**src/rtl/pool_wb_exec.sv**
```systemverilog
// Write-back executor for the pooling unit: pops descriptor/data pairs in lockstep
// and issues registered RTM writes, with backpressure and per-instruction sequencing.
module pool_wb_exec #(
    parameter int ADDR_W = 12,
    parameter int DATA_W = 64
) (
    input  logic              clk,
    input  logic              rst_n,
    input  logic              start_pulse,
    input  logic              desc_empty,
    input  logic [ADDR_W-1:0] desc_addr,
    input  logic              desc_mask,
    input  logic              desc_last,
    output logic              desc_rd_en,
    input  logic              data_empty,
    input  logic [DATA_W-1:0] data_dout,
    output logic              data_rd_en,
    output logic              rtm_wr_en,
    output logic [ADDR_W-1:0] rtm_wr_addr,
    output logic [DATA_W-1:0] rtm_wr_data,
    input  logic              rtm_wr_rdy,
    output logic              busy,
    output logic              done_pulse,
    output logic [15:0]       n_written
);

    typedef enum logic [1:0] {IDLE, RUN, DRAIN, DONE} state_t;

    state_t state;
    logic   reg_free;
    logic   pop;

    // The output register can take a new word when it is empty or its write is accepted now
    assign reg_free   = ~rtm_wr_en | rtm_wr_rdy;
    assign pop        = (state == RUN) & ~desc_empty & ~data_empty & reg_free;
    assign desc_rd_en = pop;
    assign data_rd_en = pop;

    always_ff @(posedge clk or negedge rst_n) begin
        if (!rst_n) begin
            state       <= IDLE;
            rtm_wr_en   <= 1'b0;
            rtm_wr_addr <= '0;
            rtm_wr_data <= '0;
            busy        <= 1'b0;
            done_pulse  <= 1'b0;
            n_written   <= 16'd0;
        end else begin
            done_pulse <= 1'b0;

            if (pop && !desc_mask) begin
                rtm_wr_en   <= 1'b1;
                rtm_wr_addr <= desc_addr;
                rtm_wr_data <= data_dout;
                if (n_written != 16'hFFFF) begin
                    n_written <= n_written + 16'd1;
                end
            end else if (reg_free) begin
                rtm_wr_en <= 1'b0;
            end

            case (state)
                IDLE: begin
                    if (start_pulse) begin
                        state     <= RUN;
                        busy      <= 1'b1;
                        n_written <= 16'd0;
                    end
                end
                RUN: begin
                    // Words after the last descriptor belong to the next instruction
                    if (pop && desc_last) begin
                        state <= DRAIN;
                    end
                end
                DRAIN: begin
                    if (reg_free) begin
                        state      <= DONE;
                        done_pulse <= 1'b1;
                    end
                end
                DONE: begin
                    state <= IDLE;
                    busy  <= 1'b0;
                end
                default: begin
                    state <= IDLE;
                    busy  <= 1'b0;
                end
            endcase
        end
    end

endmodule

```
**config.mk**
```make
export PLATFORM = sky130hd
export DESIGN_NAME = pool_wb_exec
export DESIGN_NICKNAME = d
export VERILOG_FILES = /design/src/rtl/pool_wb_exec.sv
export SDC_FILE = /design/constraint.sdc
export NUM_CORES = 1
export LEC_CHECK = 0
export CAP_MARGIN = 20
export CORE_ASPECT_RATIO = 1.5
export CORE_MARGIN = 2
export CORE_UTILIZATION = 56
export DETAILED_ROUTE_END_ITERATION = 10
export DONT_BUFFER_PORTS = 1
export PLACE_DENSITY_LB_ADDON = 0.2
export REMOVE_ABC_BUFFERS = 1
export SYNTH_ARGS = -nofsm -noshare
export SYNTH_HDL_FRONTEND = slang
export SYNTH_SLANG_ARGS = --single-unit
```
**constraint.sdc**
```tcl
create_clock -name clk -period 1.7 [get_ports clk]
set_input_delay 0.255 -clock clk [delete_from_list [all_inputs] [get_ports clk]]
set_output_delay 0.255 -clock clk [all_outputs]
set_load 0.01 [all_outputs]
```
Word-level counts from Yosys, hierarchy flattened
Cells that the tools add are included.

Bits in registers: 97. Output and inout bits: 97. Word-level logic and storage cells: 44.

$add $sub $neg: 1. Equal/unequal tests: 7. Mux-type cells: 14. Bitwise operators: 7. Reductions and logical operators: 8.

Operators by type and width (count): $mux W16 (4); $add A16 B1 Y16 const B (1); $ne A16 B16 Y1 const B (1); $pmux W2 S4 (1); $mux W2 (3); $mux W1 (5); $eq A2 B2 Y1 const B (2); $ne A2 B2 Y1 const B (2); $reduce_bool A2 Y1 (2); $and A1 B1 Y1 (3); $not A1 Y1 (3); $reduce_and A3 Y1 (1); $eq A2 B1 Y1 const B (1); $logic_and A1 B1 Y1 (2); $logic_not A2 Y1 (1); $ne A2 B1 Y1 const B (1); $pmux W1 S2 (1); $reduce_and A2 Y1 (1); $logic_not A1 Y1 (1); $or A1 B1 Y1 (1).

Logic depth before layout (Yosys ltp)
Depth after elaboration: 8. Depth in mapped cells: 8. Gate-level depth less buffers: 6.

Worst setup path after synthesis
No wires, ideal clock.

Path type: reg2reg. Start point: register n_written[0]. End point: register n_written[11]. Setup time: 0.132 ns. Arrival time: 1.730 ns. Data required time: 1.568 ns. Setup slack: -0.162 ns. Cell stages (with the launch flop): 8. Period minus slack after synthesis: 1.862 ns. Path through: dfrtp_1 ha_1 nand4_1 nor4_2 buf_4 or4b_1 xor2_1 nor2_1.

Word-level cells in the longest chain between the ends: 5. Elaborated cells on any way between the ends: 6. Classes of those cells: add/sub: 1; eq/ne: 1; mux: 4.

Ends and longest elaborated chain: from (decl) (RTL line 24) `output logic [15:0] n_written`; from (signal assigned) (RTL line 56) `n_written <= n_written + 16'd1;`; $add A16 B1 Y16 / $ne A16 B16 Y1 (equally long branches) (RTL line 56, 55); $mux W16 (*) (RTL line 55) `if (n_written != 16'hFFFF) begin`; $mux W16 (*) (RTL line 51) `if (pop && !desc_mask) begin`; $mux W16 (RTL line 64) `if (start_pulse) begin`; $mux W16 (*) (RTL line 62) `case (state)`.

Every way passes the cells marked *; elsewhere a longest branch is shown, timed or not. A chain may end at the register's enable or synchronous reset.

Final worst setup path
Start point: register n_written[1]. End point: register n_written[14].

The elaborated chain is that of the path after synthesis.

==> impl_metrics.csv <==
group,metric,value,unit
synth,synth_seq_area_share,0.6040,
critical_path,cp.required,1.95,ns
critical_path,crit_path_max_incr_delay,0.37,ns
global_route,grt_max_degree,98,
clocking,cts-htree-levels,3,
timing,slew_viol_final,0,
timing,relSlewSlack,0.7340,
synth,yosysTopAreaCell,"dfrtp_1",
synth,synthMostInstantiatedCell,"dfrtp_1",
synth,synth_top_area_share,0.6040,
critical_path,r2r_setup_slack,-0.13,ns
clocking,clock_sinks,97,
drt,drt-total-wl,8701,µm
critical_path,setup.worst_path.start_class,"flop",
global_route,grt_pass1_vias,2645,
timing,tightest_slew,0.3954,ns
global_route,grt_pass1_wl,13230,µm
floorplan,ios,181,
timing,setup_violations,12,
synth,syn_area,4019,µm²
critical_path,arrival,2.08,ns
placement,place_hpwl,6053,µm
placement,portBuffers,0,
synth,synth_ff_type,"dfrtp_1",
outcome,status,"complete, but fails checks",
critical_path,crit_fanout,5,
cells_and_area,drive_above_1_share,0.5118,
drt,vias_per_cell,5.959,
timing,max_freq,0.5455,GHz
drt,wire_per_inst,20.82,µm
critical_path,worstPathCellList,"ha_2 > nand4_1 > buf_4 > or2_4 > nor3_4 > and4b_1 > a211oi_1",
synth,synth_commonest_cells,"dfrtp_1 (97), mux2_2 (77), nor2_1 (15), buf_2 (10), nand2_1 (9)",
timing,finalCritPeriodShare,1.078,
floorplan,die_w,73.17,µm
cells_and_area,diodes,0,
cells_and_area,nNetsFinal,424,
clocking,tritoncts,"built",
critical_path,critPathKind,"flop to flop",
clocking,cts_buffers,9,
floorplan,start_util,0.5826,
critical_path,end_kind,"flop",
drt,drt-initial-drc-count,109,
outcome,violations,"hold timing, setup timing",
placement,gp_congestion,0.9236,
power_and_ir_drop,p_total,7.510,mW
hold_path,hold_class,"primary input to async pin",
power_and_ir_drop,leakage,2.227,nW
timing,finalSetupTns,-0.8309,ns
timing,whs,-0.4259,ns
cells_and_area,multi_input_area,1643,µm²
drt,drcViolationCount,0,
drt,firstDrtPassIters,4,
floorplan,die_h,107.8,µm
floorplan,fp-row-count,37,
cells_and_area,register_area,2427,µm²
timing,hold_violations,97,
timing,setup_slack,-0.1331,ns
critical_path,slowest_stage,"dfrtp_1",
synth,synth_cell_type_count,42,
power_and_ir_drop,powerDensity,1533,nW/µm²
drt,vias,2491,
synth,synth_edf_count,0,
global_route,gr-usage-all-layers,0.2224,
clocking,clock_latency,0.36,ns
clocking,clk_pin_slew_worst_paths,0.09,ns
cells_and_area,final_core_util,0.7101,
synth,avgSynthCellArea,14.20,µm²
synth,synth_cells,283,
clocking,cts_root_buf,"clkbuf_8",
global_route,grt_overflow,0,
drt,ant_nets,0,
global_route,antenna_found_initial,0,
timing,rsz0062_at_grt,"true",
flow_run,cap_violations,0,
floorplan,die_area,7884,µm²
synth,yosysWarnings,0,
cells_and_area,syn_to_final_growth,21.89,%
synth,async_flop_share,1.000,
placement,dp_slack,-0.08390,ns
synth,ys_seq_elements,97,
synth,synth_area_leaders,"dfrtp_1 (60%), mux2_2 (22%), xnor2_1 (1.7%)",
power_and_ir_drop,ir_drop,0.9750,mV
timing,skew,0.009195,ns
floorplan,core,6898,µm²
timing,post-route-min-period,1.833,ns
clocking,clock_path_buffers,2,
cells_and_area,fillCellCount,466,
==> report_power, final <==
part	leakage [nW]	internal, mW	total, mW	switching [mW]
Combinational	0.919	1.06	1.66	0.595
Sequential	1.21	3.26	4.38	1.12
Clock	0.0953	0.715	1.48	0.760
Total	2.23	5.04	7.51	2.47
==> cell usage in the layout, fill, tap and decap left out, types with 2 or more instances in the layout <==
master / instances
ha_2: 2
nand2_1: 8
clkbuf_8: 10
a21oi_1: 3
ha_4: 2
nand3_1: 4
clkbuf_16: 2
buf_8: 2
mux2_4: 2
dfrtp_1: 97
buf_6: 4
inv_1: 2
clkinv_2: 2
nor4_4: 2
buf_12: 2
nor2_1: 14
nor2_2: 2
o21ai_0: 2
nand4_1: 3
a31oi_1: 2
clkinvlp_4: 2
nor3_1: 4
xnor2_1: 7
and3_1: 3
and4_1: 2
buf_4: 44
mux2_2: 75
==> metal layers <==
layer  global-route usage  part of all wire
met1               0.2363              0.34
met2               0.3861              0.56
met5                    0                 0
met3              0.06461             0.076
met4               0.1190             0.029
==> worst paths after layout <==
path / startpoint / endpoint / depth (start not counted)
worst max-delay path: n_written[1] / n_written[14] / 7
worst min-delay path: rst_n / rtm_wr_data[31] / 0
worst max register to register: n_written[1] / n_written[14] / 7
worst min register to register: rtm_wr_data[1] / rtm_wr_data[1] / 1
max in group asynchronous: rst_n / rtm_wr_data[3] / 0
min in group clk: data_dout[29] / rtm_wr_data[29] / 1
==> per-stage QoR <==
stage               cell area (µm²)  cells
detailed placement             4362    386
floorplan                      3946    269
finish                         4898    418
global placement               4362    386
global route                   4898    418
CTS                            4753    414
==> cell type report <==
cell class / count / share of cell area
flip-flops and latches: 97 / 0.4955
multi-input cells: 169 / 0.3354
repair buffers: 55 / 0.1068
clock buffers: 11 / 0.02886
well taps: 78 / 0.01992
clock inverters: 5 / 0.01124
inverters: 3 / 0.002299
==> sequential cells by signal, summed over array words and instances, names as in the netlist <==
signal / count
done_pulse: 1
state: 2
rtm_wr_addr: 12
rtm_wr_data: 64
busy: 1
rtm_wr_en: 1
n_written: 16
==> kinds of logic after synthesis <==
kind of cell | count (synthesis) | synth area share
DFF | 97 | 0.6040
muxes | 77 | 0.2158
and+or+nand+nor | 63 | 0.09901
buffers and inverters | 17 | 0.02086
AOI/OAI and AO/OA | 14 | 0.02304
xor gates and xnor gates | 10 | 0.02179
adders and majority gates | 5 | 0.01557
==> critical path, delay by kind of cell, from the launching register on <==
kind	cells	cell delay (ns)
AOI/OAI and AO/OA	1	0.06
adders and majority gates	1	0.19
buffers and inverters	1	0.21
DFF	1	0.37
and+or+nand+nor	4	0.89
==> what timing repair did <==
action                                 4_1_cts  5_1_grt
cloned                                       1        2
resized for setup                           17       19
setup endpoints to repair                   59       72
endpoints found under the hold margin       97       97
setup buffers                               11        6
pin swaps                                    8       13
No activity file was read; power rests on OpenSTA's default activity.
